--- src/rtl/mc_ctrl.sv ---
// Multicycle control FSM for the MIPS-subset datapath.
// Outputs are decoded from the registered state plus op/funct/zero.
module mc_ctrl #(
  parameter bit BNE_EN = 1'b1
) (
  input  logic       clk,
  input  logic       rst,
  input  logic [5:0] op,
  input  logic [5:0] funct,
  input  logic       zero,
  output logic       extop,
  output logic       iord,
  output logic       memwrite,
  output logic       irwrite,
  output logic       regdst,
  output logic       memtoreg,
  output logic       regwrite,
  output logic       alusrca,
  output logic [1:0] alusrcb,
  output logic [2:0] alucontrol,
  output logic [1:0] pcsrc,
  output logic       pcen,
  output logic       instr_done,
  output logic       illegal,
  output logic [3:0] state
);

  typedef enum logic [3:0] {
    S_FETCH  = 4'd0,
    S_DECODE = 4'd1,
    S_MEMADR = 4'd2,
    S_MEMRD  = 4'd3,
    S_MEMWB  = 4'd4,
    S_MEMWR  = 4'd5,
    S_RTEX   = 4'd6,
    S_RTWB   = 4'd7,
    S_BRANCH = 4'd8,
    S_IMMEX  = 4'd9,
    S_IMMWB  = 4'd10,
    S_JUMP   = 4'd11
  } state_t;

  localparam logic [5:0] OP_LW   = 6'b100011;
  localparam logic [5:0] OP_SW   = 6'b101011;
  localparam logic [5:0] OP_RT   = 6'b000000;
  localparam logic [5:0] OP_BEQ  = 6'b000100;
  localparam logic [5:0] OP_BNE  = 6'b000101;
  localparam logic [5:0] OP_ADDI = 6'b001000;
  localparam logic [5:0] OP_SLTI = 6'b001010;
  localparam logic [5:0] OP_ANDI = 6'b001100;
  localparam logic [5:0] OP_ORI  = 6'b001101;
  localparam logic [5:0] OP_J    = 6'b000010;

  localparam logic [2:0] ALU_ADD = 3'b010;
  localparam logic [2:0] ALU_SUB = 3'b110;
  localparam logic [2:0] ALU_AND = 3'b000;
  localparam logic [2:0] ALU_OR  = 3'b001;
  localparam logic [2:0] ALU_SLT = 3'b111;

  state_t r_state;
  state_t w_next;

  always_ff @(posedge clk) begin
    if (rst) r_state <= S_FETCH;
    else     r_state <= w_next;
  end

  assign state = r_state;

  always_comb begin
    w_next     = S_FETCH;
    extop      = 1'b1;
    iord       = 1'b0;
    memwrite   = 1'b0;
    irwrite    = 1'b0;
    regdst     = 1'b0;
    memtoreg   = 1'b0;
    regwrite   = 1'b0;
    alusrca    = 1'b0;
    alusrcb    = 2'b00;
    alucontrol = 3'b000;
    pcsrc      = 2'b00;
    pcen       = 1'b0;
    instr_done = 1'b0;
    illegal    = 1'b0;
    case (r_state)
      S_FETCH: begin
        irwrite    = 1'b1;
        pcen       = 1'b1;
        alusrcb    = 2'b01;
        alucontrol = ALU_ADD;
        w_next     = S_DECODE;
      end
      S_DECODE: begin
        alusrcb    = 2'b11;
        alucontrol = ALU_ADD;
        case (op)
          OP_LW, OP_SW: w_next = S_MEMADR;
          OP_RT:        w_next = S_RTEX;
          OP_BEQ:       w_next = S_BRANCH;
          OP_ADDI, OP_SLTI,
          OP_ANDI, OP_ORI: w_next = S_IMMEX;
          OP_J:         w_next = S_JUMP;
          OP_BNE: begin
            if (BNE_EN) begin
              w_next = S_BRANCH;
            end else begin
              illegal    = 1'b1;
              instr_done = 1'b1;
            end
          end
          default: begin
            illegal    = 1'b1;
            instr_done = 1'b1;
          end
        endcase
      end
      S_MEMADR: begin
        alusrca    = 1'b1;
        alusrcb    = 2'b10;
        alucontrol = ALU_ADD;
        w_next     = (op == OP_LW) ? S_MEMRD : S_MEMWR;
      end
      S_MEMRD: begin
        iord   = 1'b1;
        w_next = S_MEMWB;
      end
      S_MEMWB: begin
        memtoreg   = 1'b1;
        regwrite   = 1'b1;
        instr_done = 1'b1;
      end
      S_MEMWR: begin
        iord       = 1'b1;
        memwrite   = 1'b1;
        instr_done = 1'b1;
      end
      S_RTEX: begin
        alusrca = 1'b1;
        w_next  = S_RTWB;
        case (funct)
          6'b100000: alucontrol = ALU_ADD;
          6'b100010: alucontrol = ALU_SUB;
          6'b100100: alucontrol = ALU_AND;
          6'b100101: alucontrol = ALU_OR;
          6'b101010: alucontrol = ALU_SLT;
          default: begin
            illegal    = 1'b1;
            instr_done = 1'b1;
            w_next     = S_FETCH;
          end
        endcase
      end
      S_RTWB: begin
        regdst     = 1'b1;
        regwrite   = 1'b1;
        instr_done = 1'b1;
      end
      S_BRANCH: begin
        alusrca    = 1'b1;
        alucontrol = ALU_SUB;
        pcsrc      = 2'b01;
        instr_done = 1'b1;
        pcen       = (op == OP_BNE) ? ~zero : zero;
      end
      S_IMMEX: begin
        alusrca = 1'b1;
        alusrcb = 2'b10;
        w_next  = S_IMMWB;
        case (op)
          OP_SLTI: alucontrol = ALU_SLT;
          OP_ANDI: begin
            alucontrol = ALU_AND;
            extop      = 1'b0;
          end
          OP_ORI: begin
            alucontrol = ALU_OR;
            extop      = 1'b0;
          end
          default: alucontrol = ALU_ADD;
        endcase
      end
      S_IMMWB: begin
        regwrite   = 1'b1;
        instr_done = 1'b1;
      end
      S_JUMP: begin
        pcsrc      = 2'b10;
        pcen       = 1'b1;
        instr_done = 1'b1;
      end
      default: w_next = S_FETCH;
    endcase
  end

endmodule

--- config.mk ---
export PLATFORM = sky130hd
export DESIGN_NAME = mc_ctrl
export DESIGN_NICKNAME = d
export VERILOG_FILES = /design/src/rtl/mc_ctrl.sv
export SDC_FILE = /design/constraint.sdc
export NUM_CORES = 1
export LEC_CHECK = 0
export BUFFER_PORTS_ARGS = -buffer_cell sky130_fd_sc_hd__buf_4
export CORE_MARGIN = 3
export CORE_UTILIZATION = 40
export CTS_BUF_LIST = sky130_fd_sc_hd__clkbuf_8
export DETAILED_ROUTE_END_ITERATION = 12
export GPL_TIMING_DRIVEN = 0
export HOLD_SLACK_MARGIN = 0.02
export PLACE_DENSITY = 0.77
export SLEW_MARGIN = 20
export SYNTH_ARGS = -nofsm -noshare
export SYNTH_HDL_FRONTEND = slang
export SYNTH_SLANG_ARGS = --single-unit
--- constraint.sdc ---
create_clock -name clk -period 1.15 [get_ports clk]
set_input_delay 0.0575 -clock clk [delete_from_list [all_inputs] [get_ports clk]]
set_output_delay 0.0575 -clock clk [all_outputs]
set_load 0.005 [all_outputs]
==> results of run 1 <==
==> cells by family after synthesis <==
group                  Yosys count  share of synthesized area [%]
flip-flops                       4                          12.55
buffers and inverters           10                          7.450
AO/OA/AOI/OAI                   30                          32.16
AND/OR/NAND/NOR                 52                          45.10
XOR/XNOR                         2                          2.746
==> stage by stage <==
| stage | worst slack, ps | hold WS, ps | TNS (ps) | utilization (%) |
|---|---|---|---|---|
| after floorplan | -78.57 | 139.7 | -154.6 | - |
| after global placement | -269.5 | 241.3 | -1756 | 67.62 |
| after detailed placement | -267.4 | 242.8 | -1778 | 67.62 |
==> results by group, run 1 <==
Run status
  – Run status: stopped before the end
  – Stopping stage: clock tree synthesis (4_1_cts)
  – Tool Error: [ERROR DPL-0033] detailed placement checks failed during check placement.

Clock network
  – Clock sink total: 4
  – Clock root cell: clkbuf_8
  – # resized after CTS: 57
  – Post-CTS setup buffers: 20
  – Max Root-Sink Buffers: 2
  – Cts bufs inserted: 3
  – Hold Buf Count CTS: 1
  – CTS H-tree lvls: 1

Placement
  – Post-DP Area: 945.9 µm²
  – Post-detail-place hpwl: 1699 µm
  – GPL Wtd Cong: 0.8298
  – Post-Place Cells: 147
  – IO buf count: 34

Logic synthesis
  – Asr flop ratio synth: 0%
  – Average cell area after synthesis: 6.511 µm²
  – Post-Syn Instances: 98
  – Top cells by area, synth: dfxtp_1, nand2_1, nor2_1
  – Post-synthesis sequential area ratio: 12.55%
  – Synth cell count leaders: nand2_1, nor2_1, a21oi_1, nand3_1, nor3_1
  – Synth Net Count: 113
  – Count of cell types in the netlist: 38
  – Synth area leader: dfxtp_1
  – Post-Syn Area: 638.1 µm²
  – Synth Warn #: 0
  – Area share of the largest cell type after synthesis: 12.55%
  – EDFF count, synth: 0
  – Main synth FF type: dfxtp_1
  – Synth Register Bits: 4

Floorplan
  – I/O Pins: 37
  – Initial core utilization: 45.62%
  – Die height: 45.94 µm
  – Die width: 45.94 µm
  – Number of cell rows: 13
==> run 2, diff against run 1 <==
==> config.mk (replaced) <==
export PLATFORM = sky130hd
export DESIGN_NAME = mc_ctrl
export DESIGN_NICKNAME = d
export VERILOG_FILES = /design/src/rtl/mc_ctrl.sv
export SDC_FILE = /design/constraint.sdc
export NUM_CORES = 1
export LEC_CHECK = 0
export BUFFER_PORTS_ARGS = -buffer_cell sky130_fd_sc_hd__buf_4
export CORE_AREA = 3 3 64 66
export DETAILED_ROUTE_END_ITERATION = 12
export DIE_AREA = 0 0 67 69
export GPL_TIMING_DRIVEN = 0
export PLACE_DENSITY_LB_ADDON = 0.15
export SLEW_MARGIN = 20
export SYNTH_ARGS = -nofsm -noshare
export SYNTH_HDL_FRONTEND = slang
export SYNTH_SLANG_ARGS = --single-unit
==> constraint.sdc (replaced) <==
create_clock -name clk -period 1.5 [get_ports clk]
set_input_delay 0.075 -clock clk [delete_from_list [all_inputs] [get_ports clk]]
set_output_delay 0.075 -clock clk [all_outputs]
set_load 0.005 [all_outputs]
==> results by group, run 2 <==
Logic synthesis
  – Post-Syn Area: 638.1 µm² (unchanged)
  – Average cell area after synthesis: 6.511 µm² (unchanged)
  – Synth cell count leaders: nand2_1, nor2_1, a21oi_1, nand3_1, nor3_1
  – Synth Register Bits: 4 (unchanged)
  – EDFF count, synth: 0 (unchanged)
  – Post-Syn Instances: 98 (unchanged)
  – Synth Warn #: 0 (unchanged)
  – Post-synthesis sequential area ratio: 12.55% (unchanged)
  – Area share of the largest cell type after synthesis: 12.55% (unchanged)
  – Top cells by area, synth: dfxtp_1, nand2_1, nor2_1
  – Count of cell types in the netlist: 38 (unchanged)
  – Synth area leader: dfxtp_1
  – Synth Net Count: 113 (unchanged)
  – Asr flop ratio synth: 0% (unchanged)
  – Main synth FF type: dfxtp_1

Clock network
  – Clock root cell: clkbuf_8
  – Clock sink total: 4 (unchanged)
  – Hold Buf Count CTS: 0 (-1)
  – CTS H-tree lvls: 1 (unchanged)
  – Reg clk slew, reported paths: 30 ps
  – Max Root-Sink Buffers: 2 (unchanged)
  – Cts bufs inserted: 3 (unchanged)
  – Clock Latency Late Sink: 210 ps
  – CTS tree: built

STA
  – Final Critical Period: 1548 ps
  – Skew final: 1.378 ps
  – Measured slew at the worst slew-check pin: 389.3 ps
  – F_max: 646.1 MHz
  – Worst slew margin: 73.77%
  – Max Slew Vio Count: 0
  – Final setup margin: -47.64 ps
  – Fin. Hold Viols: 0
  – Period utilization: 103.2%
  – Setup violations, final: 3
  – Final hold slack: 44.50 ps
  – RSZ-0062 raised after global routing: true

Setup path
  – Crit end category: output pin
  – Worst-path fanout max: 4
  – Most used cell, CP: buf_6
  – CP required: 1420 ps
  – Critical path's largest stage delay: 320 ps
  – Slowest-stage cell, CP: dfxtp_2
  – Worst Setup Start Kind: register
  – Crit Path Category: register to output pin
  – CP arrival: 1470 ps
  – Critical Path, Cell by Cell: buf_6 > and4bb_2 > nand2_2 > nor3_4 > a211o_1 > buf_6
  – CP Buf/Inv Count: 2
  – Top delay family on crit path: simple AND/OR/NAND/NOR gates
  – Cell depth of the worst setup path: 6
  – Reg2reg path depth: 5

Floorplan
  – Die area: 0.004623 mm²
  – Die height: 69 µm (+50%)
  – I/O Pins: 37 (unchanged)
  – Core area: 0.003633 mm²
  – Initial core utilization: 17.56% (-28 points)
  – Die width: 67 µm (+46%)
  – Number of cell rows: 22 (+9)

GRT
  – Vias in the first global route: 901
  – Largest net degree at the start of global routing: 11
  – Overall global routing resource usage: 10.83%
  – First-pass GRT wire length: 4119 µm
  – Initial antenna violation count: 0
  – GRT Residual Overflow: 0

Route
  – Residual DRC: 0
  – Final wirelength: 2551 µm
  – DRT Pass-1 Iters: 4
  – DRT antenna net count: 0
  – Vias: 940
  – WL/cell: 13.15 µm
  – Vias per Instance: 4.845
  – Initial drt markers: 52

Power
  – Max VDD drop: 0.2192 mV
  – Leakage: 0.4885 nW
  – PD cells: 486.3 mW/mm²
  – Total power: 570.1 µW

Placement
  – Pre-CTS WS: -109.9 ps (+157.5 ps)
  – IO buf count: 34 (unchanged)
  – Post-Place Cells: 180 (+22%)
  – Post-detail-place hpwl: 1887 µm (+11%)
  – GPL Wtd Cong: 0.8489 (+2.3%)

Layout
  – Commonest non-fill, non-tap cell in the layout: buf_4
  – N_diodes: 0
  – Most frequent cells in the layout: buf_4, nor2_1, nand2_1, a21oi_1, nand3_1
  – Max FFs per register: 4
  – Synth-to-Final Area Change: 83.72%
  – Fin nets: 163
  – Non-filler cells, final: 194
  – Fraction of layout cells with a size suffix above 1: 48.63%
  – Fin util: 32.27%

Run status
  – Run status: finished with violations
  – Violated checks: setup timing

Worst hold path
  – Hold depth: 2
  – Hold Crit Class: input port to register

Job
  – Max Cap Viol: 0
run 2: what timing repair did:
item	in CTS	in global routing
setup endpoints to repair	10	6
endpoints found under the hold margin	0	0
gates resized for setup	23	7
setup buffers	10	2
pin swaps	9	8
run 2: area by class of cell:
class                      count  area, µm²
clock buffer                   3      41.29
tap                           48      60.06
buffer                         6      47.55
inverter                       3      13.76
timing repair buffer          46      352.8
sequential                     4      87.58
multi-input combinational     84      569.3
fill                         432       2461
run 2: through the flow:
stage               instance area, µm²  setup TNS (ps)
floorplan                        638.1               0
global placement                 953.4          -291.1
detailed placement               953.4          -267.0
CTS                               1140          -68.85
global route                      1172          -299.8
finish                            1172          -66.36
run 2: power breakdown:
group / internal (mW) / switching [mW]
registers: 0.111 / 0.00837
clock network: 0.171 / 0.0503
logic: 0.123 / 0.107
run 2: per-layer routing:
metal	routed length [µm]	vias up	GRT usage [%]
met5	0	-	0
met3	162	2	1.792
met1	1160	433	13.82
li1	-	469	-
met2	1213	36	18.78
met4	14	0	2.027
run 2: logic make-up after synthesis:
group                  Yosys count  share of synthesized area, %
AO/OA/AOI/OAI                   30                         32.16
XOR/XNOR                         2                         2.746
buffers and inverters           10                         7.450
flip-flops                       4                         12.55
AND/OR/NAND/NOR                 52                         45.10
run 2: worst paths after layout:
kind	from	to	slack (ps)
setup reg to reg	state[3]	state[2]	100
hold reg to reg	state[2]	state[1]	700
setup / recovery	state[3]	alucontrol[1]	-50
hold / removal	rst	state[3]	40
(Power assumes the default switching activity.)
==> run 3, diff against run 2 <==
--- a/config.mk
+++ b/config.mk
@@ -7,6 +7,7 @@
 export LEC_CHECK = 0
 export BUFFER_PORTS_ARGS = -buffer_cell sky130_fd_sc_hd__buf_4
 export CORE_AREA = 3 3 64 66
+export CTS_CLUSTER_SIZE = 24
 export DETAILED_ROUTE_END_ITERATION = 12
 export DIE_AREA = 0 0 67 69
 export GPL_TIMING_DRIVEN = 0
==> constraint.sdc (replaced) <==
create_clock -name clk -period 1.35 [get_ports clk]
set_input_delay 0.0675 -clock clk [delete_from_list [all_inputs] [get_ports clk]]
set_output_delay 0.0675 -clock clk [all_outputs]
set_load 0.005 [all_outputs]
==> results by group, run 3 (same netlist as run 2, synthesis figures left out) <==
GRT
  – GRT Residual Overflow: 0 (unchanged)
  – Initial antenna violation count: 0 (unchanged)
  – Largest net degree at the start of global routing: 11 (unchanged)
  – First-pass GRT wire length: 4112 µm (-0.17%)
  – Overall global routing resource usage: 10.87% (+0.033 points)
  – Vias in the first global route: 892 (-1.0%)

Layout
  – Max FFs per register: 4 (unchanged)
  – Fin nets: 167 (+2.5%)
  – Synth-to-Final Area Change: 100.4%
  – N_diodes: 0 (unchanged)
  – Commonest non-fill, non-tap cell in the layout: buf_4
  – Most frequent cells in the layout: buf_4, nor2_1, buf_6, nand2_1, nand3_1
  – Fraction of layout cells with a size suffix above 1: 55.33% (+6.7 points)

Placement
  – IO buf count: 34 (unchanged)
  – Post-detail-place hpwl: 1887 µm (unchanged)
  – GPL Wtd Cong: 0.8489 (unchanged)

Run status
  – Run status: finished with violations
  – Violated checks: setup timing

Setup path
  – Worst-path fanout max: 4 (unchanged)
  – Most used cell, CP: buf_6
  – Top delay family on crit path: simple AND/OR/NAND/NOR gates
  – CP arrival: 1470 ps (about the same)
  – Critical path's largest stage delay: 320 ps (about the same)
  – Slowest-stage cell, CP: dfxtp_2
  – Worst Setup Start Kind: register
  – Crit Path Category: register to output pin
  – CP Buf/Inv Count: 2 (unchanged)
  – Critical Path, Cell by Cell: buf_6 > and4bb_2 > nand2_2 > nor3_4 > a211o_1 > buf_6
  – CP required: 1280 ps (-140 ps)
  – Crit end category: output pin

Clock network
  – Hold Buf Count CTS: 0 (unchanged)
  – Max Root-Sink Buffers: 2 (unchanged)
  – CTS tree: built
  – Clock Latency Late Sink: 210 ps (about the same)
  – CTS H-tree lvls: 1 (unchanged)
  – Reg clk slew, reported paths: 30 ps (about the same)
  – Cts bufs inserted: 3 (unchanged)
  – Clock sink total: 4 (unchanged)
  – Clock root cell: clkbuf_8

STA
  – Skew final: 1.079 ps (-0.2987 ps)
  – RSZ-0062 raised after global routing: true
  – Max Slew Vio Count: 0 (unchanged)
  – Period utilization: 113.7%
  – Setup violations, final: 9 (+6)
  – F_max: 651.3 MHz
  – Measured slew at the worst slew-check pin: 381.7 ps (-7.604 ps)
  – Final hold slack: 35.83 ps (-8.673 ps)
  – Final setup margin: -185.5 ps (-137.8 ps)
  – Worst slew margin: 74.28% (+0.51 points)
  – Final Critical Period: 1535 ps
  – Fin. Hold Viols: 0 (unchanged)
  – Setup TNS: -1085 ps (-1019 ps)

Power
  – Max VDD drop: 0.2489 mV (+14%)
  – Total power: 667.1 µW (+17%)
  – Leakage: 0.5397 nW (+10%)
  – PD cells: 521.7 mW/mm² (+7.3%)

Job
  – Max Cap Viol: 0 (unchanged)

Floorplan
  – Die height: 69 µm (unchanged)
  – Number of cell rows: 22 (unchanged)
  – I/O Pins: 37 (unchanged)
  – Die area: 0.004623 mm² (unchanged)
  – Initial core utilization: 17.56% (unchanged)
  – Die width: 67 µm (unchanged)
  – Core area: 0.003633 mm² (unchanged)

Route
  – Vias per Instance: 4.808 (-0.77%)
  – Final wirelength: 2603 µm (+2.0%)
  – DRT antenna net count: 0 (unchanged)
  – Vias: 952 (+1.3%)
  – DRT Pass-1 Iters: 4 (unchanged)
  – Initial drt markers: 78 (+50%)
  – WL/cell: 13.15 µm (about the same)
  – Residual DRC: 0 (unchanged)

Worst hold path
  – Hold Crit Class: input port to register
## run 3: cell types whose count changed in the layout (fill, tap and decap cells not counted), moves of 2 or more
cell,change
buf_6,+2
nand2b_4,+2
o21ai_0,-2
nand2b_1,-2
o21ai_1,+2
## run 3: what timing repair did
| item | in CTS | in global routing |
|---|---|---|
| endpoints found under the setup margin | 19 | 17 |
| hold endpoints to repair | 0 | 0 |
| pin swaps | 9 | 12 |
| setup buffers | 12 | 4 |
| resized for setup | 32 | 14 |
## run 3: path summary, 6_finish.rpt
path         slack [ps]  cells past startpoint       endpoint  startpoint
min                  40                      2       state[3]         rst
min reg2reg         700                      2       state[1]    state[2]
max                -190                      6  alucontrol[1]    state[3]
max reg2reg         -40                      5       state[2]    state[3]
## run 3: metal layers
| layer | track usage (%) | wire, µm | vias to the layer above |
|---|---|---|---|
| met1 | 14.41 | 1156 | 449 |
| met4 | 2.027 | 0 | 0 |
| met5 | 0 | 0 | - |
| met3 | 1.629 | 139 | 0 |
| li1 | - | - | 474 |
| met2 | 18.34 | 1307 | 29 |
## run 3: area by class of cell
cell class	instances	area, µm²
well taps	48	60.06
clock buffers	3	41.29
repair buffers	50	394.1
flip-flops and latches	4	90.09
multi-input cells	84	619.3
inverters	3	13.76
fillers	419	2355
plain buffers	6	60.06
## run 3: power breakdown
group / total (mW) / internal (mW) / switching (mW)
sequential: 0.133 / 0.123 / 0.0105
combinational: 0.286 / 0.162 / 0.125
clock: 0.248 / 0.190 / 0.0578
total: 0.667 / 0.474 / 0.193
## run 3: worst register-to-register path, delay by kind of cell (launching register included)
| kind | cells | cell delay (ps) |
|---|---|---|
| AO/OA/AOI/OAI | 1 | 190 |
| buffers and inverters | 2 | 250 |
| AND/OR/NAND/NOR | 2 | 550 |
| flip-flops | 1 | 310 |
## run 3: through the flow
| step | setup WS (ps) | utilization (%) | area [µm²] | instances |
|---|---|---|---|---|
| 6_report | -185.5 | 35.19 | 1279 | 198 |
| 5_1_grt | -240.1 | 35.19 | 1279 | 198 |
| 4_1_cts | -169.1 | 32.64 | 1186 | 194 |
| 3_5_place_dp | -252.4 | 26.24 | 953.4 | 180 |
| 3_3_place_gp | -267.6 | 26.24 | 953.4 | 180 |
| 2_1_floorplan | 33.19 | - | 638.1 | 98 |
